## config.mk

```make
export PLATFORM = sky130hd
export DESIGN_NAME = multi_road_intersection_ctrl_flat
export DESIGN_NICKNAME = d
export VERILOG_FILES = /design/src/rtl/multi_road_intersection_ctrl_if.sv /design/src/rtl/multi_road_intersection_ctrl.sv /design/src/flat_wrapper.sv
export SDC_FILE = /design/constraint.sdc
export NUM_CORES = 1
export LEC_CHECK = 0
export CORE_UTILIZATION = 50
export DETAILED_ROUTE_END_ITERATION = 12
export PLACE_DENSITY = 0.67
export SETUP_SLACK_MARGIN = 0.4
export SLEW_MARGIN = 15
export SYNTH_ARGS = -nofsm -noshare
export SYNTH_HDL_FRONTEND = slang
export SYNTH_SLANG_ARGS = --single-unit
```

## constraint.sdc

```tcl
create_clock -name clk -period 8.9 [get_ports clk]
set_clock_uncertainty 0.1 [all_clocks]
set_input_delay 2.67 -clock clk [delete_from_list [all_inputs] [get_ports clk]]
set_output_delay 2.67 -clock clk [all_outputs]
set_load 0.01 [all_outputs]
```

## src/rtl/multi_road_intersection_ctrl_if.sv

```systemverilog
// Command and blacklist-readout bus of the multi-road intersection controller.
// master issues commands/pops, slave is the controller.
interface multi_road_intersection_ctrl_if #(
    parameter int NUM_ROADS = 4,
    parameter int PLATE_W   = 5,
    parameter int BLK_DEPTH = 16
);
    localparam int RW = $clog2(NUM_ROADS);
    localparam int BW = $clog2(BLK_DEPTH + 1);

    logic               cmd_valid;
    logic [1:0]         cmd_op;
    logic [RW-1:0]      cmd_road;
    logic [PLATE_W-1:0] cmd_plate;
    logic               cmd_err;
    logic               blk_rd_en;
    logic [PLATE_W-1:0] blk_plate;
    logic [BW-1:0]      blk_count;
    logic               blk_overflow;

    modport master (
        output cmd_valid, cmd_op, cmd_road, cmd_plate, blk_rd_en,
        input  cmd_err, blk_plate, blk_count, blk_overflow
    );

    modport slave (
        input  cmd_valid, cmd_op, cmd_road, cmd_plate, blk_rd_en,
        output cmd_err, blk_plate, blk_count, blk_overflow
    );
endinterface

```

## src/rtl/multi_road_intersection_ctrl.sv

```systemverilog
// Round-robin N-road traffic controller: plate queues, adaptive green, 24h clock,
// red-runner blacklist. Optional pedestrian phase: define INTERSECTION_PED_EN.
module multi_road_intersection_ctrl #(
    parameter int NUM_ROADS   = 4,
    parameter int QUEUE_DEPTH = 16,
    parameter int PLATE_W     = 5,
    parameter int BLK_DEPTH   = 16,
    parameter int GREEN_INIT  = 40,
    parameter int GREEN_STEP  = 5,
    parameter int LO_TH       = 4,
    parameter int HI_TH       = 10,
    parameter int NORM_MIN    = 40,
    parameter int NORM_MAX    = 80,
    parameter int RUSH_MIN    = 30,
    parameter int RUSH_MAX    = 60,
    parameter int START_HOUR  = 6
`ifdef INTERSECTION_PED_EN
    ,
    parameter int PED_TIME    = 15
`endif
) (
    input  logic                          clk,
    input  logic                          rst_n,
    input  logic                          tick,
    multi_road_intersection_ctrl_if.slave bus,
    output logic [NUM_ROADS-1:0]          green,
    output logic [NUM_ROADS*$clog2(QUEUE_DEPTH+1)-1:0] car_count,
    output logic [6:0]                    remaining_time,
    output logic [4:0]                    hour,
    output logic [5:0]                    minute,
    output logic [5:0]                    second,
    output logic                          rush_hour
`ifdef INTERSECTION_PED_EN
    ,
    input  logic                          ped_req,
    output logic                          ped_walk
`endif
);
    localparam int RW  = $clog2(NUM_ROADS);
    localparam int CW  = $clog2(QUEUE_DEPTH + 1);
    localparam int QPW = $clog2(QUEUE_DEPTH);
    localparam int BW  = $clog2(BLK_DEPTH + 1);
    localparam int BPW = $clog2(BLK_DEPTH);

    typedef enum logic [1:0] {
        S_GREEN,
        S_ALLRED
`ifdef INTERSECTION_PED_EN
        ,
        S_ALLRED_PED,
        S_PED
`endif
    } state_t;

    state_t             state;
    logic [RW-1:0]      cur;
    logic [RW-1:0]      nxt;
    logic [6:0]         dur [NUM_ROADS];
    logic [PLATE_W-1:0] q_mem [NUM_ROADS][QUEUE_DEPTH];
    logic [QPW-1:0]     q_rd [NUM_ROADS];
    logic [QPW-1:0]     q_wr [NUM_ROADS];
    logic [CW-1:0]      q_cnt [NUM_ROADS];
    logic [PLATE_W-1:0] b_mem [BLK_DEPTH];
    logic [BPW-1:0]     b_rd;
    logic [BPW-1:0]     b_wr;
    logic [BW-1:0]      b_cnt;
`ifdef INTERSECTION_PED_EN
    logic               ped_latch;
`endif

    logic               road_ok;
    logic               add_ok;
    logic               rem_ok;
    logic               clr_ok;
    logic               cmd_bad;
    logic               blk_push;
    logic               blk_pop;
    logic               blk_clr;
    logic               push_ok;
    logic               midnight;
    logic [PLATE_W-1:0] head;
    logic [6:0]         exit_dur;
    logic [6:0]         entry_rem;
    logic [4:0]         hour_n;
    logic [5:0]         min_n;
    logic [5:0]         sec_n;
    int                 delta;

    function automatic logic [6:0] clamp_win(input int v, input logic rush);
        int lo;
        int hi;
        int r;
        lo = rush ? RUSH_MIN : NORM_MIN;
        hi = rush ? RUSH_MAX : NORM_MAX;
        r  = (v < lo) ? lo : ((v > hi) ? hi : v);
        return 7'(r);
    endfunction

    function automatic logic is_rush(input logic [4:0] h);
        return (h == 5'd7) || (h == 5'd8) || (h == 5'd17) || (h == 5'd18);
    endfunction

    function automatic logic [QPW-1:0] q_inc(input logic [QPW-1:0] p);
        return (p == QPW'(QUEUE_DEPTH - 1)) ? '0 : p + QPW'(1);
    endfunction

    function automatic logic [BPW-1:0] b_inc(input logic [BPW-1:0] p);
        return (p == BPW'(BLK_DEPTH - 1)) ? '0 : p + BPW'(1);
    endfunction

    always_comb begin
        road_ok  = int'(bus.cmd_road) < NUM_ROADS;
        head     = q_mem[bus.cmd_road][q_rd[bus.cmd_road]];
        add_ok   = bus.cmd_valid && road_ok && (bus.cmd_op == 2'b00)
                   && (q_cnt[bus.cmd_road] != CW'(QUEUE_DEPTH))
                   && (bus.cmd_plate != '0);
        rem_ok   = bus.cmd_valid && road_ok && (bus.cmd_op == 2'b01)
                   && (q_cnt[bus.cmd_road] != '0);
        clr_ok   = bus.cmd_valid && road_ok && (bus.cmd_op == 2'b10);
        cmd_bad  = bus.cmd_valid && !(add_ok || rem_ok || clr_ok);
        // Green bit is the pre-tick value, so a same-cycle tick never excuses a runner
        blk_push = rem_ok && !green[bus.cmd_road];
        midnight = tick && (hour == 5'd23) && (minute == 6'd59)
                   && (second == 6'd59);
        blk_clr  = clr_ok || midnight;
        blk_pop  = bus.blk_rd_en && (b_cnt != '0);
        push_ok  = blk_push && ((b_cnt != BW'(BLK_DEPTH)) || blk_pop);
    end

    always_comb begin
        delta = 0;
        if (int'(q_cnt[cur]) >= HI_TH) delta = GREEN_STEP;
        else if (int'(q_cnt[cur]) <= LO_TH) delta = -GREEN_STEP;
        exit_dur  = clamp_win(int'(dur[cur]) + delta, rush_hour);
        nxt       = (int'(cur) == NUM_ROADS - 1) ? '0 : cur + RW'(1);
        entry_rem = clamp_win(int'(dur[nxt]), rush_hour);
    end

    always_comb begin
        sec_n  = second + 6'd1;
        min_n  = minute;
        hour_n = hour;
        if (second == 6'd59) begin
            sec_n = '0;
            min_n = minute + 6'd1;
            if (minute == 6'd59) begin
                min_n  = '0;
                hour_n = (hour == 5'd23) ? '0 : hour + 5'd1;
            end
        end
    end

    always_comb begin
        car_count = '0;
        for (int r = 0; r < NUM_ROADS; r++) car_count[r*CW +: CW] = q_cnt[r];
    end

    always_ff @(posedge clk or negedge rst_n) begin
        if (!rst_n) begin
            state          <= S_GREEN;
            cur            <= '0;
            green          <= NUM_ROADS'(1);
            remaining_time <= 7'(GREEN_INIT);
            for (int r = 0; r < NUM_ROADS; r++) dur[r] <= 7'(GREEN_INIT);
`ifdef INTERSECTION_PED_EN
            ped_latch      <= 1'b0;
            ped_walk       <= 1'b0;
`endif
        end else begin
            if (tick) begin
                unique case (state)
                    S_GREEN: begin
                        if (remaining_time == 7'd1) begin
                            dur[cur]       <= exit_dur;
                            green          <= '0;
                            remaining_time <= '0;
`ifdef INTERSECTION_PED_EN
                            state <= ped_latch ? S_ALLRED_PED : S_ALLRED;
`else
                            state <= S_ALLRED;
`endif
                        end else begin
                            remaining_time <= remaining_time - 7'd1;
                        end
                    end
                    S_ALLRED: begin
                        cur            <= nxt;
                        green          <= NUM_ROADS'(1) << nxt;
                        remaining_time <= entry_rem;
                        state          <= S_GREEN;
                    end
`ifdef INTERSECTION_PED_EN
                    S_ALLRED_PED: begin
                        state          <= S_PED;
                        ped_walk       <= 1'b1;
                        ped_latch      <= 1'b0;
                        remaining_time <= 7'(PED_TIME);
                    end
                    S_PED: begin
                        if (remaining_time == 7'd1) begin
                            state          <= S_ALLRED;
                            ped_walk       <= 1'b0;
                            remaining_time <= '0;
                        end else begin
                            remaining_time <= remaining_time - 7'd1;
                        end
                    end
`endif
                    default: state <= S_GREEN;
                endcase
            end
`ifdef INTERSECTION_PED_EN
            if (ped_req) ped_latch <= 1'b1;
`endif
        end
    end

    always_ff @(posedge clk or negedge rst_n) begin
        if (!rst_n) begin
            for (int r = 0; r < NUM_ROADS; r++) begin
                q_rd[r]  <= '0;
                q_wr[r]  <= '0;
                q_cnt[r] <= '0;
                for (int i = 0; i < QUEUE_DEPTH; i++) q_mem[r][i] <= '0;
            end
        end else if (add_ok) begin
            q_mem[bus.cmd_road][q_wr[bus.cmd_road]] <= bus.cmd_plate;
            q_wr[bus.cmd_road]  <= q_inc(q_wr[bus.cmd_road]);
            q_cnt[bus.cmd_road] <= q_cnt[bus.cmd_road] + CW'(1);
        end else if (rem_ok) begin
            q_rd[bus.cmd_road]  <= q_inc(q_rd[bus.cmd_road]);
            q_cnt[bus.cmd_road] <= q_cnt[bus.cmd_road] - CW'(1);
        end
    end

    always_ff @(posedge clk or negedge rst_n) begin
        if (!rst_n) begin
            b_rd             <= '0;
            b_wr             <= '0;
            b_cnt            <= '0;
            bus.blk_plate    <= '0;
            bus.blk_overflow <= 1'b0;
            for (int i = 0; i < BLK_DEPTH; i++) b_mem[i] <= '0;
        end else if (blk_clr) begin
            // Clear beats any same-cycle push; a same-cycle pop reads as empty
            b_rd  <= '0;
            b_wr  <= '0;
            b_cnt <= '0;
            if (bus.blk_rd_en) bus.blk_plate <= '0;
            if (clr_ok) bus.blk_overflow <= 1'b0;
        end else begin
            if (bus.blk_rd_en) bus.blk_plate <= blk_pop ? b_mem[b_rd] : '0;
            if (blk_pop) b_rd <= b_inc(b_rd);
            if (push_ok) begin
                b_mem[b_wr] <= head;
                b_wr        <= b_inc(b_wr);
            end
            if (blk_push && !push_ok) bus.blk_overflow <= 1'b1;
            b_cnt <= b_cnt + BW'(push_ok) - BW'(blk_pop);
        end
    end

    assign bus.blk_count = b_cnt;

    always_ff @(posedge clk or negedge rst_n) begin
        if (!rst_n) bus.cmd_err <= 1'b0;
        else bus.cmd_err <= cmd_bad;
    end

    always_ff @(posedge clk or negedge rst_n) begin
        if (!rst_n) begin
            hour      <= 5'(START_HOUR);
            minute    <= '0;
            second    <= '0;
            rush_hour <= is_rush(5'(START_HOUR));
        end else if (tick) begin
            hour      <= hour_n;
            minute    <= min_n;
            second    <= sec_n;
            rush_hour <= is_rush(hour_n);
        end
    end
endmodule

```

## src/flat_wrapper.sv

```systemverilog
// flat-port wrapper written by rule: the top's interface ports become plain ports
module multi_road_intersection_ctrl_flat 
#(
    parameter int NUM_ROADS   = 4,
    parameter int QUEUE_DEPTH = 16,
    parameter int PLATE_W     = 5,
    parameter int BLK_DEPTH   = 16,
    parameter int GREEN_INIT  = 40,
    parameter int GREEN_STEP  = 5,
    parameter int LO_TH       = 4,
    parameter int HI_TH       = 10,
    parameter int NORM_MIN    = 40,
    parameter int NORM_MAX    = 80,
    parameter int RUSH_MIN    = 30,
    parameter int RUSH_MAX    = 60,
    parameter int START_HOUR  = 6

)
  (clk, rst_n, tick, green, car_count, remaining_time, hour, minute, second, rush_hour, bus_cmd_valid, bus_cmd_op, bus_cmd_road, bus_cmd_plate, bus_blk_rd_en, bus_cmd_err, bus_blk_plate, bus_blk_count, bus_blk_overflow);
  multi_road_intersection_ctrl_if #(.NUM_ROADS(NUM_ROADS), .PLATE_W(PLATE_W), .BLK_DEPTH(BLK_DEPTH)) bus_i ();
  input  logic clk;
  input  logic rst_n;
  input  logic tick;
  output logic [NUM_ROADS-1:0] green;
  output logic [NUM_ROADS*$clog2(QUEUE_DEPTH+1)-1:0] car_count;
  output logic [6:0] remaining_time;
  output logic [4:0] hour;
  output logic [5:0] minute;
  output logic [5:0] second;
  output logic rush_hour;
  input wire logic [$bits(bus_i.cmd_valid)-1:0] bus_cmd_valid;
  input wire logic [$bits(bus_i.cmd_op)-1:0] bus_cmd_op;
  input wire logic [$bits(bus_i.cmd_road)-1:0] bus_cmd_road;
  input wire logic [$bits(bus_i.cmd_plate)-1:0] bus_cmd_plate;
  input wire logic [$bits(bus_i.blk_rd_en)-1:0] bus_blk_rd_en;
  output wire logic [$bits(bus_i.cmd_err)-1:0] bus_cmd_err;
  output wire logic [$bits(bus_i.blk_plate)-1:0] bus_blk_plate;
  output wire logic [$bits(bus_i.blk_count)-1:0] bus_blk_count;
  output wire logic [$bits(bus_i.blk_overflow)-1:0] bus_blk_overflow;
  assign bus_i.cmd_valid = bus_cmd_valid;
  assign bus_i.cmd_op = bus_cmd_op;
  assign bus_i.cmd_road = bus_cmd_road;
  assign bus_i.cmd_plate = bus_cmd_plate;
  assign bus_i.blk_rd_en = bus_blk_rd_en;
  assign bus_cmd_err = bus_i.cmd_err;
  assign bus_blk_plate = bus_i.blk_plate;
  assign bus_blk_count = bus_i.blk_count;
  assign bus_blk_overflow = bus_i.blk_overflow;
  multi_road_intersection_ctrl #(.NUM_ROADS(NUM_ROADS), .QUEUE_DEPTH(QUEUE_DEPTH), .PLATE_W(PLATE_W), .BLK_DEPTH(BLK_DEPTH), .GREEN_INIT(GREEN_INIT), .GREEN_STEP(GREEN_STEP), .LO_TH(LO_TH), .HI_TH(HI_TH), .NORM_MIN(NORM_MIN), .NORM_MAX(NORM_MAX), .RUSH_MIN(RUSH_MIN), .RUSH_MAX(RUSH_MAX), .START_HOUR(START_HOUR)) u_core (.clk(clk), .rst_n(rst_n), .tick(tick), .bus(bus_i), .green(green), .car_count(car_count), .remaining_time(remaining_time), .hour(hour), .minute(minute), .second(second), .rush_hour(rush_hour));
endmodule
```

==> impl_table.tex, run 1 <==
\begin{tabular}{lr}
\hline
Metric & Value \\
\hline
\multicolumn{2}{l}{\textbf{Critical path}} \\
Critical path origin & u\_core.cur[0] \\
Setup CP Type & reg2reg \\
Crit path max fanout & 26 \\
Endpoint class of the critical path & flip-flop \\
Element type at the critical path start & flip-flop \\
Worst path bufs/invs & 2 \\
Required time worst endpoint & 9.32 ns \\
Critical path data arrival time & 7.29 ns \\
Crit path max-delay cell type & sky130\_fd\_sc\_hd\_\_dfrtp\_1 \\
Flop-to-flop setup slack & 2.03 ns \\
Path depth of the worst reg2reg path & 20 \\
Capture point of the worst reg-to-reg path & u\_core.dur[0] \\
Kind of cell adding the most delay to the critical path & simple AND/OR/NAND/NOR gates \\
Launch point of the worst reg-to-reg path & u\_core.cur[0] \\
WP depth & 20 \\
Cell breakdown of the critical path & mux4\_1 -> o21ai\_0 -> and2\_1 -> inv\_1 -> nand2b\_1 -> ha\_1 -> inv\_1 -> fa\_1 -> nor2b\_1 -> o2111a\_1 -> or2\_2 -> a21oi\_1 -> nand2b\_1 -> ha\_1 -> nor4b\_1 -> nand4\_1 -> a2111oi\_2 -> nor2\_1 -> or3b\_1 -> o21ai\_0 \\
Slowest stage delay, CP & 1.00 ns \\
\multicolumn{2}{l}{\textbf{Layout}} \\
\# fillers & 4301 \\
Post-Layout Inst Area & 30600 um2 \\
Synth-to-Final Area Change & 11.20\% \\
Share of layout cells above drive strength 1 & 0.3919 \\
Commonest non-fill, non-tap cell in the layout & sky130\_fd\_sc\_hd\_\_dfrtp\_1 \\
Net count of the finished layout & 2108 \\
Commonest cells after routing, fill and taps aside & sky130\_fd\_sc\_hd\_\_dfrtp\_1, sky130\_fd\_sc\_hd\_\_mux2\_2, sky130\_fd\_sc\_hd\_\_mux4\_2 \\
Number of antenna repair diodes & 0 \\
Post-Route Utilization & 0.5653 \\
\multicolumn{2}{l}{\textbf{Route}} \\
Wire length per cell after detailed routing & 22.31 um \\
DR vias/cell & 6.030 \\
Detailed-route wire length & 61.87 mm \\
Post-route DRC violation count & 0 \\
Starting DRT DRC Count & 1050 \\
DRT antenna net count & 0 \\
Initial DRT Pass Iterations & 5 \\
Via count & 16720 \\
\multicolumn{2}{l}{\textbf{Synthesis}} \\
Top cell type's share of synthesized area & 0.4719 \\
Number of distinct library cell variants in the gate-level netlist after synthesis & 87 \\
Mapped cell area & 27520 um2 \\
Sequential-to-total area share from yosys stat & 0.4844 \\
Top cells by area in the synthesized netlist & sky130\_fd\_sc\_hd\_\_dfrtp\_1, sky130\_fd\_sc\_hd\_\_mux2\_2, sky130\_fd\_sc\_hd\_\_mux4\_2, sky130\_fd\_sc\_hd\_\_ha\_1, sky130\_fd\_sc\_hd\_\_nor2\_4 \\
Number of flops mapped to enable cells by yosys & 0 \\
Primary flip-flop cell chosen by synthesis mapping & sky130\_fd\_sc\_hd\_\_dfrtp\_1 \\
Avg Synthesized Cell Area & 13.86 um2 \\
Total of warnings raised by yosys & 0 \\
Async SR Flop Fraction & 1.000 \\
Total nets after synthesis & 2065 \\
Library cell with the largest summed area after synthesis & sky130\_fd\_sc\_hd\_\_dfrtp\_1 \\
Number of storage elements in the synthesis netlist & 532 \\
Number of instances in the synthesized netlist & 1985 \\
\multicolumn{2}{l}{\textbf{Global routing}} \\
Overall track demand over capacity in global routing & 0.2285 \\
Maximum number of pins on one net before global-route repair & 159 \\
First-pass GRT wire length & 101.3 mm \\
Via count of the first global-routing pass & 17630 \\
Antenna violations before repair & 0 \\
Total overflow reported by the global router & 0 \\
\multicolumn{2}{l}{\textbf{Die}} \\
DIE AREA & 55980 um2 \\
Starting density of the core & 0.5084 \\
Die H & 236.6 um \\
Number of top-level design ports & 75 \\
Row count & 85 \\
Core Footprint & 54130 um2 \\
Die extent in x & 236.6 um \\
\multicolumn{2}{l}{\textbf{Clocking}} \\
Clock Path Buffers & 3 \\
Root buffer cell & sky130\_fd\_sc\_hd\_\_clkbuf\_16 \\
Number of buffers created by CTS & 58 \\
Number of setup buffers added after CTS & 0 \\
Number of sinks handled by clock tree synthesis & 532 \\
Number of hold-repair buffers added at the cts stage & 0 \\
Clk pin slew, worst setup/hold paths & 0.06 ns \\
Total number of H-tree levels & 2 \\
TritonCTS clock tree & built \\
Clock insertion delay at the later pin of the skew report & 0.62 ns \\
Number of gates resized after cts & 0 \\
\multicolumn{2}{l}{\textbf{Placement}} \\
Standard cell area after detailed placement & 28660 um2 \\
Post-placement setup slack & 2.080 ns \\
Count of buffers inserted at the top-level ports & 74 \\
RePlAce Congestion & 0.8606 \\
HPWL Detailed & 40.48 mm \\
\multicolumn{2}{l}{\textbf{Hold path}} \\
Path type of the worst min-delay path & reg2reg \\
Hold path startpoint & u\_core.dur[12] \\
Worst Hold Path EP & u\_core.dur[12] \\
Cell depth of the worst min-delay path & 2 \\
\multicolumn{2}{l}{\textbf{Pwr}} \\
Static leakage & 0.01381 uW \\
IR Drop Worst-Case VDD & 176.3 uV \\
Cell Pwr Density & 277.8 nW/um2 \\
\multicolumn{2}{l}{\textbf{Timing}} \\
RSZ-0062 raised after global routing & no \\
Worst-margin pin slew & 1.099 ns \\
Setup-violating endpoint count in the final report & 0 \\
Final Max Slew Viols & 0 \\
Timing-limited maximum frequency & 145.5 MHz \\
Hold slack final & 0.3827 ns \\
Max\_slew headroom & 0.2581 \\
Setup total negative slack & 0 ns \\
Fin. Hold Viols & 0 \\
Share of the clock period used by the worst path after layout & 0.7722 \\
Minimum clock period & 6.873 ns \\
Worst setup margin & 2.027 ns \\
\multicolumn{2}{l}{\textbf{Run}} \\
Maximum Capacitance Violations & 0 \\
\multicolumn{2}{l}{\textbf{Outcome}} \\
Status & complete, no violations \\
\hline
\end{tabular}
report_power, final:
part / switching, uW / internal, uW / total (uW)
Sequential: 319 / 2780 / 3100
Combinational: 1670 / 1320 / 2990
Clock: 993 / 1420 / 2410
flip-flops by register name, summed over array words and instances (netlist names), 4 cells and up, named ones only:
name                   cells
u_core.green               4
u_core.hour                5
u_core.b_rd                4
u_core.bus.blk_count       5
u_core.dur                28
u_core.second              6
u_core.q_rd               16
u_core.minute              6
u_core.bus.blk_plate       5
u_core.remaining_time      7
u_core.q_mem             320
u_core.q_wr               16
u_core.b_mem              80
u_core.b_wr                4
u_core.car_count          16
how the worst max path moves through the flow:
stage | end | slack (ns)
3_5_place_dp | u_core.dur[9] | 2.08
4_1_cts | u_core.dur[0] | 2.03
6_report | u_core.dur[0] | 2.03
2_1_floorplan | u_core.bus.blk_count[4] | 2.42
5_1_grt | u_core.dur[18] | 1.37
3_3_place_gp | u_core.dur[21] | 2.21
metal layers:
layer  up-vias  track usage  routed length (um)
met4         0      0.05293                1006
met5         -            0                   0
met1      8824       0.3300               28430
met3        73      0.02786                2486
met2       385       0.3703               29940
li1       7440            -                   -
stage by stage:
stage	total power [uW]	std cells
finish	8501	2773
global placement	6012	2664
global route	9003	2773
CTS	8561	2773
detailed placement	6109	2664
floorplan	5218	1985
worst min-delay path, cell delays in order, from the launching register on:
cell,delay [ns]
sky130_fd_sc_hd__dfstp_2,0.37
sky130_fd_sc_hd__nand2_1,0.05
sky130_fd_sc_hd__o41ai_1,0.06
cells in the mapped netlist, drive strengths merged, types with 6 or more instances:
cell type  count
dfrtp        519
mux2         460
mux4         137
nor2         132
nand2        106
clkbuf        68
ha            64
buf           46
inv           46
o21ai         43
a21oi         33
mux2i         31
a31oi         25
a211oi        23
nand3         21
nor3          21
nor2b         18
and2          14
xor2          14
dfstp         13
o211ai        13
o31ai         12
xnor2         11
o22ai          9
or3            8
a21o           7
nand2b         7
nand4          7
o41ai          6
area by class of cell:
| type | instances | area [um2] | share of cell area |
|---|---|---|---|
| multi-input combinational | 1291 | 13360 | 0.4366 |
| sequential | 532 | 13330 | 0.4356 |
| clock buffer | 89 | 1759 | 0.05749 |
| timing repair buffer | 97 | 917.1 | 0.02997 |
| tap | 696 | 870.8 | 0.02846 |
| clock inverter | 20 | 183.9 | 0.006011 |
| inverter | 48 | 180.2 | 0.005888 |
logic make-up (layout without fill, tap and decap cells):
| family | count (synthesis) | after routing | share of synthesized area |
|---|---|---|---|
| adder cells (fa/ha/maj) | 66 | 66 | 0.03055 |
| buffers and inverters | 162 | 254 | 0.03033 |
| multiplexers | 628 | 628 | 0.3132 |
| flip-flops | 532 | 532 | 0.4844 |
| AND/OR/NAND/NOR | 372 | 372 | 0.08202 |
| XOR/XNOR | 25 | 25 | 0.007957 |
| AO/OA/AOI/OAI | 200 | 200 | 0.05161 |
Note: power is estimated with default switching activity, not from simulation.
==> inputs of run 2 (changes only) <==
PLACE_DENSITY = 0.69   (was 0.67)
clock period = 6.2 ns   (was 8.9 ns; I/O delays follow)
==> impl_table.tex, run 2 (synthesis results as in run 1) <==
\begin{tabular}{lr}
\hline
Metric & Value \\
\hline
\multicolumn{2}{l}{\textbf{Die}} \\
DIE AREA & 55980 um2 \\
Number of top-level design ports & 75 \\
Die extent in x & 236.6 um \\
Starting density of the core & 0.5084 \\
Core Footprint & 54130 um2 \\
Die H & 236.6 um \\
Row count & 85 \\
\multicolumn{2}{l}{\textbf{Timing}} \\
Setup total negative slack & 0 ns \\
RSZ-0062 raised after global routing & yes \\
Final Max Slew Viols & 0 \\
Max\_slew headroom & 0.2965 \\
Minimum clock period & 5.478 ns \\
Setup-violating endpoint count in the final report & 0 \\
Fin. Hold Viols & 0 \\
Share of the clock period used by the worst path after layout & 0.8836 \\
Timing-limited maximum frequency & 182.5 MHz \\
Worst-margin pin slew & 1.055 ns \\
\multicolumn{2}{l}{\textbf{Critical path}} \\
Element type at the critical path start & flip-flop \\
Crit path max fanout & 6 \\
Cell breakdown of the critical path & mux4\_1 -> o21ai\_0 -> and2\_1 -> inv\_1 -> nand2b\_1 -> ha\_1 -> inv\_1 -> fa\_1 -> nor2b\_1 -> o2111a\_1 -> or2\_2 -> a21oi\_1 -> nand2b\_1 -> ha\_1 -> nor4b\_1 -> nand4\_1 -> a2111oi\_2 -> nor2\_1 -> or3b\_1 -> o21ai\_0 \\
Critical path origin & u\_core.cur[0] \\
Crit path max-delay cell type & sky130\_fd\_sc\_hd\_\_mux4\_1 \\
Slowest stage delay, CP & 0.60 ns \\
Last element of the critical path & u\_core.dur[21] \\
Setup CP Type & reg2reg \\
Critical path data arrival time & 5.90 ns \\
Capture point of the worst reg-to-reg path & u\_core.dur[21] \\
Path depth of the worst reg2reg path & 20 \\
Endpoint class of the critical path & flip-flop \\
Flop-to-flop setup slack & 0.72 ns \\
Launch point of the worst reg-to-reg path & u\_core.cur[0] \\
Required time worst endpoint & 6.62 ns \\
\multicolumn{2}{l}{\textbf{Global routing}} \\
Maximum number of pins on one net before global-route repair & 117 \\
Antenna violations before repair & 1 \\
Total overflow reported by the global router & 0 \\
First-pass GRT wire length & 98.97 mm \\
Via count of the first global-routing pass & 17510 \\
Overall track demand over capacity in global routing & 0.2220 \\
\multicolumn{2}{l}{\textbf{Layout}} \\
Commonest non-fill, non-tap cell in the layout & sky130\_fd\_sc\_hd\_\_dfrtp\_1 \\
Commonest cells after routing, fill and taps aside & sky130\_fd\_sc\_hd\_\_dfrtp\_1, sky130\_fd\_sc\_hd\_\_mux2\_2, sky130\_fd\_sc\_hd\_\_mux4\_2 \\
Share of layout cells above drive strength 1 & 0.3938 \\
Leading registers by flop count & u\_core.q\_mem: 320 flops, u\_core.b\_mem: 80 flops, u\_core.dur: 28 flops \\
Synth-to-Final Area Change & 11.63\% \\
Largest register FFs & 320 \\
Net count of the finished layout & 2118 \\
Number of antenna repair diodes & 0 \\
Largest reg by FF count & u\_core.q\_mem \\
Post-Route Utilization & 0.5675 \\
\multicolumn{2}{l}{\textbf{Pwr}} \\
IR Drop Worst-Case VDD & 247.3 uV \\
Cell Pwr Density & 398.5 nW/um2 \\
Static leakage & 0.01387 uW \\
\multicolumn{2}{l}{\textbf{Placement}} \\
RePlAce Congestion & 0.8510 \\
HPWL Detailed & 39.28 mm \\
Count of buffers inserted at the top-level ports & 74 \\
\multicolumn{2}{l}{\textbf{Clocking}} \\
Number of buffers created by CTS & 57 \\
Clock Path Buffers & 3 \\
Number of setup buffers added after CTS & 0 \\
Clock insertion delay at the later pin of the skew report & 0.62 ns \\
Clk pin slew, worst setup/hold paths & 0.06 ns \\
Root buffer cell & sky130\_fd\_sc\_hd\_\_clkbuf\_16 \\
Total number of H-tree levels & 2 \\
Number of sinks handled by clock tree synthesis & 532 \\
TritonCTS clock tree & built \\
\multicolumn{2}{l}{\textbf{Route}} \\
Wire length per cell after detailed routing & 21.59 um \\
Initial DRT Pass Iterations & 5 \\
DR vias/cell & 5.968 \\
Post-route DRC violation count & 0 \\
DRT antenna net count & 0 \\
Via count & 16600 \\
Detailed-route wire length & 60.03 mm \\
Starting DRT DRC Count & 999 \\
\multicolumn{2}{l}{\textbf{Outcome}} \\
Status & complete, no violations \\
\multicolumn{2}{l}{\textbf{Run}} \\
Maximum Capacitance Violations & 0 \\
\multicolumn{2}{l}{\textbf{Hold path}} \\
Path type of the worst min-delay path & reg2reg \\
\hline
\end{tabular}
-- run 2: layout make-up --
class                           count  area (um2)
Clock buffer                       83        1644
Fill cell                        4277       23420
Inverter                           48       180.2
Timing Repair Buffer              108        1062
Clock inverter                     23       271.5
Tap cell                          696       870.8
Multi-Input combinational cell   1291       13360
Sequential cell                   532       13330
-- run 2: how the worst min path moves through the flow --
stage                                  startpoint                 endpoint  cells after the start
after detailed placement        u_core.q_mem[164]        u_core.q_mem[164]                      1
final                           u_core.q_mem[175]        u_core.q_mem[175]                      1
after global placement    u_core.bus.blk_overflow  u_core.bus.blk_overflow                      2
after global routing            u_core.q_mem[314]        u_core.q_mem[314]                      1
after CTS                          u_core.dur[26]           u_core.dur[26]                      2
after floorplan                     u_core.dur[5]            u_core.dur[5]                      2
-- run 2: per-stage QoR --
stage                     setup WS [ns]  hold WS, ns  cells  instance area [um2]  total power [uW]
final                            0.7219       0.3822   2781                30720             12240
after global placement           0.9183       0.3578   2675                28800              8665
after detailed placement         0.7396       0.3743   2675                28800              8824
after CTS                        0.7196       0.3865   2781                30720             12330
after global routing             0.3970       0.4071   2781                30720             12960
after floorplan                  0.5274       0.3514   1985                27520              7490
-- run 2: routing by layer --
layer | global-route usage | vias to the layer above | share of wire
li1 | - | 7455 | -
met1 | 0.3150 | 8720 | 0.46
met2 | 0.3578 | 340 | 0.48
met3 | 0.03905 | 81 | 0.046
met4 | 0.04939 | 2 | 0.017
met5 | 0 | - | 0.00028
-- run 2: what timing repair did --
| action | CTS | global route |
|---|---|---|
| endpoints found under the hold margin | 0 | 0 |
| resized for setup | 0 | 0 |
| setup endpoints to repair | 0 | 1 |
| hold buffers | 0 | 0 |
-- run 2: report_power, final --
part,internal (uW),leakage [uW],total (uW),switching [uW]
registers,3990,0.00719,4410,418
clock network,2050,0.000945,3460,1410
logic,1950,0.00573,4380,2430
total,7980,0.0139,12200,4260
-- run 2: worst max-delay path, delay by kind of cell, from the launching register on --
| family | cells | cell delay [ns] |
|---|---|---|
| fa+ha+maj | 3 | 0.83 |
| compound gates | 5 | 1.17 |
| buf+inv | 2 | 0.16 |
| mux | 1 | 0.60 |
| simple gates | 9 | 2.01 |
| flops | 1 | 0.53 |
==> inputs of run 3 (changes only) <==
ABC_AREA = 1   (was not set)
==> impl_table.tex, run 3 <==
\begin{tabular}{lr}
\hline
Metric & Value \\
\hline
\multicolumn{2}{l}{\textbf{Timing}} \\
Share of the clock period used by the worst path after layout & 0.8506 \\
Max\_slew headroom & 0.3610 \\
Worst setup margin & 0.9265 ns \\
Minimum clock period & 5.273 ns \\
Setup-violating endpoint count in the final report & 0 \\
Final Max Slew Viols & 0 \\
Fin. Hold Viols & 0 \\
Worst-margin pin slew & 0.9575 ns \\
Timing-limited maximum frequency & 189.6 MHz \\
RSZ-0062 raised after global routing & no \\
Setup total negative slack & 0 ns \\
Hold slack final & 0.3786 ns \\
\multicolumn{2}{l}{\textbf{Layout}} \\
Leading registers by flop count & u\_core.q\_mem: 320 flops, u\_core.b\_mem: 80 flops, u\_core.dur: 28 flops \\
Largest register FFs & 320 \\
\# fillers & 4603 \\
Commonest cells after routing, fill and taps aside & sky130\_fd\_sc\_hd\_\_nand2\_1, sky130\_fd\_sc\_hd\_\_dfrtp\_1, sky130\_fd\_sc\_hd\_\_o21ai\_0 \\
Share of layout cells above drive strength 1 & 0.07522 \\
Net count of the finished layout & 3384 \\
Largest reg by FF count & u\_core.q\_mem \\
Commonest non-fill, non-tap cell in the layout & sky130\_fd\_sc\_hd\_\_nand2\_1 \\
Synth-to-Final Area Change & 12.79\% \\
\multicolumn{2}{l}{\textbf{Clocking}} \\
Total number of H-tree levels & 2 \\
Clk pin slew, worst setup/hold paths & 0.06 ns \\
Number of buffers created by CTS & 56 \\
Number of sinks handled by clock tree synthesis & 532 \\
TritonCTS clock tree & built \\
Number of gates resized after cts & 0 \\
Clock insertion delay at the later pin of the skew report & 0.63 ns \\
Number of hold-repair buffers added at the cts stage & 0 \\
Number of setup buffers added after CTS & 0 \\
Clock Path Buffers & 3 \\
Root buffer cell & sky130\_fd\_sc\_hd\_\_clkbuf\_16 \\
\multicolumn{2}{l}{\textbf{Global routing}} \\
First-pass GRT wire length & 119.6 mm \\
Via count of the first global-routing pass & 22180 \\
Overall track demand over capacity in global routing & 0.2779 \\
Maximum number of pins on one net before global-route repair & 111 \\
Total overflow reported by the global router & 0 \\
Antenna violations before repair & 1 \\
\multicolumn{2}{l}{\textbf{Route}} \\
Wire length per cell after detailed routing & 18.20 um \\
Initial DRT Pass Iterations & 6 \\
Detailed-route wire length & 73.40 mm \\
DR vias/cell & 5.706 \\
Starting DRT DRC Count & 2168 \\
Via count & 23010 \\
Post-route DRC violation count & 0 \\
DRT antenna net count & 0 \\
\multicolumn{2}{l}{\textbf{Placement}} \\
RePlAce Congestion & 0.9244 \\
HPWL Detailed & 47.55 mm \\
Count of buffers inserted at the top-level ports & 74 \\
Post-placement setup slack & 0.4260 ns \\
\multicolumn{2}{l}{\textbf{Synthesis}} \\
Mux contribution to synthesized area & 0 \\
Mapped cell area & 26390 um2 \\
Synth Area in Compound Gates & 0.1562 \\
Number of distinct library cell variants in the gate-level netlist after synthesis & 58 \\
Simple-gate portion of the synthesized area & 0.2452 \\
Commonest cells post-synth & sky130\_fd\_sc\_hd\_\_nand2\_1, sky130\_fd\_sc\_hd\_\_dfrtp\_1, sky130\_fd\_sc\_hd\_\_o21ai\_0, sky130\_fd\_sc\_hd\_\_inv\_1, sky130\_fd\_sc\_hd\_\_nand3\_1 \\
Primary flip-flop cell chosen by synthesis mapping & sky130\_fd\_sc\_hd\_\_dfrtp\_1 \\
Fraction of the mapped netlist area in adder cells & 0.03186 \\
Library cell with the largest summed area after synthesis & sky130\_fd\_sc\_hd\_\_dfrtp\_1 \\
Most frequent cell after synthesis & sky130\_fd\_sc\_hd\_\_nand2\_1 \\
Combinational family with the most area after synthesis & simple AND/OR/NAND/NOR gates \\
Async SR Flop Fraction & 1.000 \\
Share of the synthesized netlist area taken by xor and xnor gates & 0.008628 \\
Total nets after synthesis & 3335 \\
Total of warnings raised by yosys & 0 \\
Avg Synthesized Cell Area & 8.109 um2 \\
Sequential-to-total area share from yosys stat & 0.5050 \\
Number of storage elements in the synthesis netlist & 532 \\
Top cell type's share of synthesized area & 0.4921 \\
Number of flops mapped to enable cells by yosys & 0 \\
Number of instances in the synthesized netlist & 3255 \\
Top cells by area in the synthesized netlist & sky130\_fd\_sc\_hd\_\_dfrtp\_1, sky130\_fd\_sc\_hd\_\_nand2\_1, sky130\_fd\_sc\_hd\_\_o21ai\_0, sky130\_fd\_sc\_hd\_\_ha\_1, sky130\_fd\_sc\_hd\_\_inv\_1 \\
\multicolumn{2}{l}{\textbf{Pwr}} \\
Sw Share & 0.3976 \\
Cell Pwr Density & 430.4 nW/um2 \\
Share of power burned in combinational logic & 0.382 \\
Switching component of the power & 5094 uW \\
IR Drop Worst-Case VDD & 277.9 uV \\
Static leakage & 0.01444 uW \\
Clk pwr share & 0.277 \\
Portion of total power attributed to sequential cells & 0.342 \\
Total internal power & 7719 uW \\
\multicolumn{2}{l}{\textbf{Die}} \\
Starting density of the core & 0.5104 \\
Core Footprint & 51720 um2 \\
Number of top-level design ports & 75 \\
Row count & 83 \\
DIE AREA & 53710 um2 \\
Die H & 231.8 um \\
Die extent in x & 231.8 um \\
\multicolumn{2}{l}{\textbf{Critical path}} \\
Flop-to-flop setup slack & 1.13 ns \\
Capture point of the worst reg-to-reg path & u\_core.dur[8] \\
Endpoint class of the critical path & flip-flop \\
Critical path origin & bus\_cmd\_road[1] \\
Setup CP Type & in2reg \\
Crit path max fanout & 32 \\
Last element of the critical path & u\_core.b\_mem[13] \\
Required time worst endpoint & 6.66 ns \\
Path depth of the worst reg2reg path & 27 \\
Critical path data arrival time & 5.73 ns \\
Launch point of the worst reg-to-reg path & u\_core.cur[0] \\
Element type at the critical path start & primary input \\
\multicolumn{2}{l}{\textbf{Hold path}} \\
Path type of the worst min-delay path & reg2reg \\
\multicolumn{2}{l}{\textbf{Run}} \\
Maximum Capacitance Violations & 0 \\
\multicolumn{2}{l}{\textbf{Outcome}} \\
Status & complete, no violations \\
\hline
\end{tabular}
run 3: cell count changes in the layout (fill, tap and decap cells not counted), sizes merged, moves of 115 or more:
cell | before | now
nand3 | 21 | 136
mux4 | 137 | 0
inv | 47 | 219
o21ai | 43 | 488
nand2 | 106 | 1237
mux2 | 460 | 0
run 3: routing by layer:
layer,vias up,GRT usage,wire length [um]
li1,10880,-,-
met1,11030,0.3885,31760
met2,924,0.4382,33660
met3,174,0.04273,5688
met4,0,0.09992,2289
met5,-,0,0
run 3: worst max-delay path: stages:
cell and delay [ns]:
sky130_fd_sc_hd__clkdlybuf4s50_1 0.60, sky130_fd_sc_hd__inv_2 0.10, sky130_fd_sc_hd__nor2_4 0.30, sky130_fd_sc_hd__inv_1 0.23, sky130_fd_sc_hd__o21ai_4 0.77, sky130_fd_sc_hd__inv_2 0.53
sky130_fd_sc_hd__nand2_1 0.18, sky130_fd_sc_hd__nand3_1 0.23, sky130_fd_sc_hd__nand3_1 0.17, sky130_fd_sc_hd__nand3_1 0.09, sky130_fd_sc_hd__nand2_2 0.41, sky130_fd_sc_hd__nand2_1 0.12
sky130_fd_sc_hd__nand2_1 0.08
run 3: cell families after synthesis:
kind of cell	count (synthesis)
simple gates	1563
compound gates	721
flops	532
buf+inv	347
fa+ha+maj	66
xor+xnor	26
run 3: cell type report:
class	count	area (um2)	share of cell area
antenna	2	5.005	0.0001681
timing repair buffer	110	1079	0.03623
multi-input combinational	2376	11680	0.3922
sequential	532	13330	0.4477
clock buffer	77	1620	0.05443
tap	680	850.8	0.02858
inverter	228	867.1	0.02913
clock inverter	27	342.8	0.01152
run 3: power by group through the flow:
| stage | combinational [uW] | sequential, uW | clock, uW |
|---|---|---|---|
| floorplan | 3220 | 4350 | 0 |
| CTS | 4840 | 4370 | 3600 |
| global route | 5490 | 4430 | 3730 |
| global placement | 4700 | 4410 | 0 |
| detailed placement | 4810 | 4420 | 0 |
| finish | 4890 | 4380 | 3550 |
run 3: metrics by stage:
stage,util,area (um2),std cells,power [uW]
finish,0.5756,29770,4032,12810
global route,0.5755,29760,4030,13650
CTS,0.5755,29760,4030,12810
detailed placement,0.5376,27800,3926,9237
global placement,0.5376,27800,3926,9109
floorplan,-,26390,3255,7573
run 3: how the worst min path moves through the flow:
stage                      from          endpoint  slack [ns]  cells past startpoint
3_5_place_dp   u_core.b_mem[30]  u_core.b_mem[30]        0.36                      2
3_3_place_gp   u_core.b_mem[30]  u_core.b_mem[30]        0.36                      2
6_report        u_core.b_mem[9]   u_core.b_mem[9]        0.38                      2
5_1_grt        u_core.b_mem[26]  u_core.b_mem[26]        0.39                      2
4_1_cts           u_core.dur[5]     u_core.dur[5]        0.38                      2
2_1_floorplan    u_core.q_rd[5]    u_core.q_rd[5]        0.34                      2
